File: src/rtl/hazard_scoreboard.sv
`timescale 1ns/1ps
// hazard_scoreboard
//   Hazard and forwarding controller for the 5-stage MIPS pipeline.
//   Keeps a registered shadow of destination register and remaining result
//   latency (Tnew) for the E, M and W stages. From it, the block derives the
//   D-stage stall and the D/E-stage forwarding selects. It also holds
//   HI/LO-related instructions in D while the multiply/divide unit is busy.
//
// Ports
//   clk, rst              clock, synchronous active-high reset
//   d_rs, d_rt            D-stage source register numbers
//   d_use_rs, d_use_rt    D instruction actually reads rs / rt
//   d_tuse_rs, d_tuse_rt  cycles until the operand is needed (0=D, 1=E, 2=M)
//   d_dst, d_tnew         D destination (0 = none) and result latency from E
//   d_is_md               D instruction uses the mult/div unit or HI/LO
//   e_md_stall            mult/div unit busy
//   stall                 freeze PC and F/D, inject bubble into E
//   d_fwd_rs, d_fwd_rt    D operand select: 0 regfile, 1 E, 2 M, 3 W
//   e_fwd_rs, e_fwd_rt    E operand select: 0 held operand, 2 M, 3 W
module hazard_scoreboard #(
    parameter int ADDR_W = 5,
    parameter int T_W    = 2
) (
    input  logic              clk,
    input  logic              rst,
    input  logic [ADDR_W-1:0] d_rs,
    input  logic [ADDR_W-1:0] d_rt,
    input  logic              d_use_rs,
    input  logic              d_use_rt,
    input  logic [T_W-1:0]    d_tuse_rs,
    input  logic [T_W-1:0]    d_tuse_rt,
    input  logic [ADDR_W-1:0] d_dst,
    input  logic [T_W-1:0]    d_tnew,
    input  logic              d_is_md,
    input  logic              e_md_stall,
    output logic              stall,
    output logic [1:0]        d_fwd_rs,
    output logic [1:0]        d_fwd_rt,
    output logic [1:0]        e_fwd_rs,
    output logic [1:0]        e_fwd_rt
);

    localparam logic [1:0] SEL_NONE = 2'd0;
    localparam logic [1:0] SEL_E    = 2'd1;
    localparam logic [1:0] SEL_M    = 2'd2;
    localparam logic [1:0] SEL_W    = 2'd3;

    // E slot keeps its source numbers for E-stage forwarding; M and W only
    // need destination info. W forwards unconditionally, so its remaining
    // latency is not tracked.
    logic [ADDR_W-1:0] r_e_rs;
    logic [ADDR_W-1:0] r_e_rt;
    logic [ADDR_W-1:0] r_e_dst;
    logic [T_W-1:0]    r_e_tnew;
    logic [ADDR_W-1:0] r_m_dst;
    logic [T_W-1:0]    r_m_tnew;
    logic [ADDR_W-1:0] r_w_dst;

    logic w_rs_stall;
    logic w_rt_stall;
    logic w_md_stall;

    function automatic logic [T_W-1:0] dec_sat(input logic [T_W-1:0] t);
        return (t == '0) ? '0 : t - 1'b1;
    endfunction

    // $0 is hard-wired zero, so it never matches a producer.
    function automatic logic hit(input logic [ADDR_W-1:0] dst,
                                 input logic [ADDR_W-1:0] r);
        return (r != '0) && (dst == r);
    endfunction

    function automatic logic data_stall(input logic [ADDR_W-1:0] r,
                                        input logic              use_r,
                                        input logic [T_W-1:0]    tuse,
                                        input logic [ADDR_W-1:0] e_dst,
                                        input logic [T_W-1:0]    e_tnew,
                                        input logic [ADDR_W-1:0] m_dst,
                                        input logic [T_W-1:0]    m_tnew);
        return use_r && ((hit(e_dst, r) && (e_tnew > tuse)) ||
                         (hit(m_dst, r) && (m_tnew > tuse)));
    endfunction

    // The youngest matching producer wins; if it is not ready yet it blocks
    // older copies (they hold a stale value) and the stall covers correctness.
    function automatic logic [1:0] d_sel(input logic [ADDR_W-1:0] r,
                                         input logic [ADDR_W-1:0] e_dst,
                                         input logic [T_W-1:0]    e_tnew,
                                         input logic [ADDR_W-1:0] m_dst,
                                         input logic [T_W-1:0]    m_tnew,
                                         input logic [ADDR_W-1:0] w_dst);
        if (hit(e_dst, r)) return (e_tnew == '0) ? SEL_E : SEL_NONE;
        if (hit(m_dst, r)) return (m_tnew == '0) ? SEL_M : SEL_NONE;
        if (hit(w_dst, r)) return SEL_W;
        return SEL_NONE;
    endfunction

    function automatic logic [1:0] e_sel(input logic [ADDR_W-1:0] r,
                                         input logic [ADDR_W-1:0] m_dst,
                                         input logic [T_W-1:0]    m_tnew,
                                         input logic [ADDR_W-1:0] w_dst);
        if (hit(m_dst, r)) return (m_tnew == '0) ? SEL_M : SEL_NONE;
        if (hit(w_dst, r)) return SEL_W;
        return SEL_NONE;
    endfunction

    assign w_rs_stall = data_stall(d_rs, d_use_rs, d_tuse_rs,
                                   r_e_dst, r_e_tnew, r_m_dst, r_m_tnew);
    assign w_rt_stall = data_stall(d_rt, d_use_rt, d_tuse_rt,
                                   r_e_dst, r_e_tnew, r_m_dst, r_m_tnew);
    assign w_md_stall = d_is_md && e_md_stall;

    assign stall    = w_rs_stall | w_rt_stall | w_md_stall;
    assign d_fwd_rs = d_sel(d_rs, r_e_dst, r_e_tnew, r_m_dst, r_m_tnew, r_w_dst);
    assign d_fwd_rt = d_sel(d_rt, r_e_dst, r_e_tnew, r_m_dst, r_m_tnew, r_w_dst);
    assign e_fwd_rs = e_sel(r_e_rs, r_m_dst, r_m_tnew, r_w_dst);
    assign e_fwd_rt = e_sel(r_e_rt, r_m_dst, r_m_tnew, r_w_dst);

    // D -> E (bubble on stall), E -> M -> W always advance
    always_ff @(posedge clk) begin
        if (rst) begin
            r_e_rs   <= '0;
            r_e_rt   <= '0;
            r_e_dst  <= '0;
            r_e_tnew <= '0;
            r_m_dst  <= '0;
            r_m_tnew <= '0;
            r_w_dst  <= '0;
        end else begin
            if (stall) begin
                r_e_rs   <= '0;
                r_e_rt   <= '0;
                r_e_dst  <= '0;
                r_e_tnew <= '0;
            end else begin
                r_e_rs   <= d_rs;
                r_e_rt   <= d_rt;
                r_e_dst  <= d_dst;
                r_e_tnew <= d_tnew;
            end
            r_m_dst  <= r_e_dst;
            r_m_tnew <= dec_sat(r_e_tnew);
            r_w_dst  <= r_m_dst;
        end
    end

endmodule
File: config.mk
export PLATFORM = sky130hd
export DESIGN_NAME = hazard_scoreboard
export DESIGN_NICKNAME = d
export VERILOG_FILES = /design/src/rtl/hazard_scoreboard.sv
export SDC_FILE = /design/constraint.sdc
export NUM_CORES = 1
export LEC_CHECK = 0
export CELL_PAD_IN_SITES_DETAIL_PLACEMENT = 2
export CELL_PAD_IN_SITES_GLOBAL_PLACEMENT = 2
export CORE_ASPECT_RATIO = 1.25
export CORE_MARGIN = 1.5
export CORE_UTILIZATION = 34
export DETAILED_ROUTE_END_ITERATION = 10
export PLACE_DENSITY_LB_ADDON = 0.05
export SYNTH_ARGS = -nofsm -noshare
export SYNTH_HDL_FRONTEND = slang
export SYNTH_SLANG_ARGS = --single-unit
File: constraint.sdc
create_clock -name clk -period 6 [get_ports clk]
set_input_delay 1.5 -clock clk [delete_from_list [all_inputs] [get_ports clk]]
set_output_delay 1.5 -clock clk [all_outputs]
set_load 0.005 [all_outputs]
Word-level counts from Yosys, hierarchy flattened
Index checks and enable logic that the tools add are counted.
Operators by class
  add/subtract/negate cells: 1
  order comparisons: 4
  eq/ne operators: 10
  muxes and demuxes: 40
  bitwise logic cells: 2
  reductions and logical operators: 27
Operators by type and width (count)
  equality test 5 bit: 10
  2-to-1 mux 2 bit: 21
  nonzero test 5 bit: 4
  2-to-1 mux 1 bit: 19
  logical AND 1 bit: 17
  > comparator 2 bit: 4
  logical NOT 2 bit: 2
  OR reduction 2 bit: 2
  logical OR 1 bit: 2
  bitwise OR 1 bit: 2
  subtractor 2 x 1 -> 2 bit (second input constant): 1
Word-level totals
  flip-flop bits (word level): 29
  bits of input ports: 27
  output and inout bits: 9

Longest topological paths before layout
Gate-level depths: netlist of the first run.
  word-level depth: 9
  depth in mapped cells: 9
  depth with buffers taken out: 7

Worst setup path after synthesis of the first run
OpenSTA, ideal clock, no wires.
  path kind: input to output
  from: in d_rt[1]
  to: out stall
  data arrival time: 2.988 ns
  required time: 4.500 ns
  setup slack: 1.512 ns
  cell stages on the path: 6
  path buffers: 1
  path through: or4_4 > o211ai_2 > nor2_2 > a221o_1 > buf_6 > or2_2
Between the ends
  cells in the longest elaborated chain, start to end: 7
  elaborated cells on any way between the ends: 11
Ends and longest elaborated chain
  from (decl): line 27  | input logic [ADDR_W-1:0] d_rt,
  equality test 5 bit or nonzero test 5 bit (tied branches): line 70  | return (r != '0) && (dst == r);
  logical AND 1 bit: line 70
  logical AND 1 bit, on equally long branches: line 80, 81
  logical OR 1 bit *: line 80  | return use_r && ((hit(e_dst, r) && (e_tnew > tuse)) ||
  logical AND 1 bit *: line 80
  bitwise OR 1 bit * (2 in series): line 113  | assign stall = w_rs_stall | w_rt_stall | w_md_stall;
  to (decl): line 36  | output logic stall,
Mark *: on every way between the ends. The rest lies on a longest branch, timed or not.

Final worst setup path of the first run
  from: in d_rs[1]
  to: out d_fwd_rs[0]
Between the ends
  cells in the longest elaborated chain, start to end: 8
  elaborated cells on any way between the ends: 18
Ends and longest elaborated chain
  from (decl): line 26  | input logic [ADDR_W-1:0] d_rs,
  equality test 5 bit or nonzero test 5 bit (tied branches): line 70
  logical AND 1 bit: line 70
  2-to-1 mux 1 bit (2 in series): line 94  | if (hit(w_dst, r)) return SEL_W;
  2-to-1 mux 1 bit: line 93  | if (hit(m_dst, r)) return (m_tnew == '0) ? SEL_M : SEL_NONE;
  2-to-1 mux 2 bit: line 95  | return SEL_NONE;
  2-to-1 mux 2 bit: line 94
  2-to-1 mux 2 bit *: line 93
  to (decl): line 37  | output logic [1:0] d_fwd_rs,
Mark *: on every way between the ends. The rest lies on a longest branch, timed or not. The select of a mux whose other input is x is not followed.

==> flow_metrics.env, run 1 <==
export IMPL_diodes=0
export IMPL_die_w_um=70.3
export IMPL_worstHoldPathType="reg2reg"
export IMPL_num_nets_final=274
export IMPL_max_freq_ghz=0.183
export IMPL_synth_flop_cell="dfxtp_1"
export IMPL_cp_arrival_ps=3960
export IMPL_grt_pass1_wl_um=9480
export IMPL_crit_end="d_fwd_rs[0]"
export IMPL_status="complete, no violations"
export IMPL_grt_use_total=0.206
export IMPL_overflow=0
export IMPL_end_kind="output pin"
export IMPL_cp_required_ps=4500
export IMPL_num_fill_cells=600
export IMPL_dp_hpwl_um=4490
export IMPL_fin_skew_ps=7.87
export IMPL_clk_latency_ps=290
export IMPL_report_power_total_mw=0.494
export IMPL_cts_resized=0
export IMPL_synth_simple_gate_area_frac=0.278
export IMPL_dr_pass1_iters=4
export IMPL_cp_start_kind="input port"
export IMPL_synth_area_leader_cell="dfxtp_1"
export IMPL_io_pins=36
export IMPL_synthToLayoutAreaGrowth_pct=24.1
export IMPL_synth_adder_area_share=0.0585
export IMPL_post_place_ws_ps=524
export IMPL_wire_per_inst_um=18.8
export IMPL_holdWs_ps=441
export IMPL_synth_area_um2=1920
export IMPL_synth_cell_type_count=30
export IMPL_syn_inst=205
export IMPL_synth_area_leaders="dfxtp_1, xnor2_1, xor2_1"
export IMPL_slew_violations=0
export IMPL_ys_seq_area_frac=0.302
export IMPL_p_seq_frac=0.437
export IMPL_r2r_slack_ps=3980
export IMPL_synth_xor_area_frac=0.228
export IMPL_p_sw_frac=0.290
export IMPL_synth_compound_area_share=0.0598
export IMPL_setup_tns_final_ps=0
export IMPL_reg2reg_from="r_m_tnew[1]$_SDFF_PP0_"
export IMPL_routed_wl_um=5710
export IMPL_vias=1570
export IMPL_ys_warnings_count=0
export IMPL_cellPowerDensity_nw_per_um2=207
export IMPL_clkSinkCount=29
export IMPL_dp_cells=295
export IMPL_drv_cap=0
export IMPL_gp_congestion=0.816
export IMPL_synthTopCellsByCount="xnor2_1, dfxtp_1, xor2_1"
export IMPL_numCtsBuffers=5
export IMPL_start_util=0.354
export IMPL_cts_hold_buf=0
export IMPL_power_switching_mw=0.143
export IMPL_async_flop_share=0
export IMPL_fin_util=0.439
export IMPL_worst_slew_pin_slew_ps=407
export IMPL_postCtsSetupRepairBufs=0
export IMPL_period_minus_slack_ps=5460
export IMPL_syn_nets=241
export IMPL_fin_ws_ps=539
export IMPL_grt_antenna_before_repair=0
export IMPL_io_buffers=35
export IMPL_max_clock_path_buffers=2
export IMPL_avgSynthCellArea_um2=9.39
export IMPL_clkPwrFrac=0.316
export IMPL_vdd_drop_max_mv=0.0913
export IMPL_grt_pass1_vias=1775
export IMPL_die_y_um=87.1
export IMPL_die_area_um2=6120
export IMPL_grt_max_degree=30
export IMPL_drc=0
export IMPL_placementRows=30
export IMPL_p_comb_frac=0.247
export IMPL_synth_top_family_by_area="simple AND/OR/NAND/NOR gates"
export IMPL_final_area_um2=2390
export IMPL_synth_edf_count=0
export IMPL_layout_drive_gt1_share=0.138
export IMPL_ant_nets=0
export IMPL_core_area_um2=5440
export IMPL_critPathLaunch="d_rs[1]"
export IMPL_worstRegToRegCells=7
export IMPL_p_leak_nw=0.908
export IMPL_vias_per_cell=5.18
export IMPL_clk_pin_slew_ps=60
export IMPL_setup_violations_final=0
export IMPL_rsz0062_at_grt="false"
export IMPL_yosysMostFrequentCell="xnor2_1"
export IMPL_finalCritPeriodShare=0.910
export IMPL_ctsRootBufferMaster="clkbuf_8"
export IMPL_finalHoldViolCount=0
export IMPL_placed_area_um2=2310
export IMPL_drt_iter0_drc=60
export IMPL_crit_type="in2out"
export IMPL_cts_tree="done"
export IMPL_muxShareOfSynthArea=0.0117
export IMPL_htreeDepth=2
export IMPL_r2r_end="r_e_rt[4]$_SDFF_PP0_"
export IMPL_path_max_fanout=5
export IMPL_p_int_mw=0.351
export IMPL_synthDominantCellAreaShare=0.302
export IMPL_relSlewSlack=0.728
export IMPL_layout_cells_non_filler=303
export IMPL_ys_ff_latch=29
[final cells by class]
cell class	count	area, um2	share of cell area
clock buffer	6	72.6	0.0304
timing repair buffer	38	373	0.156
inverter	13	48.8	0.0204
multi-input combinational	151	1220	0.512
tap	64	80.1	0.0335
clock inverter	2	10.0	0.00419
sequential	29	581	0.243
[how the worst min path moves through the flow]
stage | start | to | slack, ps | cells past startpoint
after global routing | r_e_tnew[0]$_SDFF_PP0_ | r_m_tnew[0]$_SDFF_PP0_ | 460 | 1
final | r_e_tnew[0]$_SDFF_PP0_ | r_m_tnew[0]$_SDFF_PP0_ | 440 | 1
after floorplan | r_e_tnew[0]$_SDFF_PP0_ | r_m_tnew[0]$_SDFF_PP0_ | 400 | 1
after global placement | r_e_tnew[0]$_SDFF_PP0_ | r_m_tnew[0]$_SDFF_PP0_ | 410 | 1
after CTS | r_e_tnew[0]$_SDFF_PP0_ | r_m_tnew[0]$_SDFF_PP0_ | 450 | 1
after detailed placement | r_e_tnew[0]$_SDFF_PP0_ | r_m_tnew[0]$_SDFF_PP0_ | 430 | 1
[worst max-delay path, cell delays in order]
cell,delay [ps]
clkdlybuf4s50_1,520
or4_1,580
nor2_2,180
nor3_1,90
nor4_1,370
mux2_2,230
clkdlybuf4s50_1,490
[placed cells by master, fill, tap and decap left out]
cell / count
nand2_1: 11
clkbuf_8: 5
xnor2_1: 35
nand3_1: 7
clkinv_2: 2
or2_2: 4
nor4_2: 7
or4_1: 3
nor4_1: 3
a221o_1: 1
or4_4: 1
nor4b_1: 7
o211ai_1: 5
clkdlybuf4s50_1: 35
o211ai_2: 1
nor2_2: 2
nor3_1: 9
mux2_2: 2
nor2_1: 5
nor2b_1: 13
dfxtp_1: 29
inv_1: 13
clkbuf_1: 1
o21a_1: 2
o22ai_2: 1
a21oi_1: 1
o2111a_1: 2
nor4b_2: 5
buf_4: 3
xor2_1: 15
ha_1: 9
[power groups by stage]
stage	Sequential (mW)	Clock (mW)	Combinational (mW)
floorplan	0.213	0	0.0763
global placement	0.220	0	0.116
detailed placement	0.220	0	0.124
CTS	0.216	0.160	0.125
global route	0.217	0.170	0.136
finish	0.216	0.156	0.122
[metal layers]
| metal | vias up | GRT usage | wire length (um) |
|---|---|---|---|
| met5 | - | 0 | 0 |
| met4 | 0 | 0.0647 | 84 |
| met3 | 8 | 0.0382 | 158 |
| met2 | 28 | 0.400 | 3270 |
| met1 | 768 | 0.222 | 2190 |
| li1 | 766 | - | - |
[cells by family after synthesis]
| logic type | Yosys count |
|---|---|
| simple gates | 77 |
| xor+xnor | 50 |
| flops | 29 |
| buf+inv | 25 |
| compound gates | 13 |
| fa+ha+maj | 9 |
| mux | 2 |
[sequential cells by signal, indices dropped and copies added, names as in the netlist]
register  count
r_m_dst       5
r_w_dst       5
r_e_rt        5
r_e_dst       5
r_e_rs        5
r_e_tnew      2
r_m_tnew      2
Power figures use the tool's default switching activity.
==> run 2: changes to the inputs <==
--- a/config.mk
+++ b/config.mk
@@ -12,6 +12,7 @@
 export CORE_UTILIZATION = 34
 export DETAILED_ROUTE_END_ITERATION = 10
 export PLACE_DENSITY_LB_ADDON = 0.05
+export SETUP_SLACK_MARGIN = 0.02
 export SYNTH_ARGS = -nofsm -noshare
 export SYNTH_HDL_FRONTEND = slang
 export SYNTH_SLANG_ARGS = --single-unit
==> results of run 2 <==
Same layout as run 1: the final DEF is identical, and so are final timing and power.
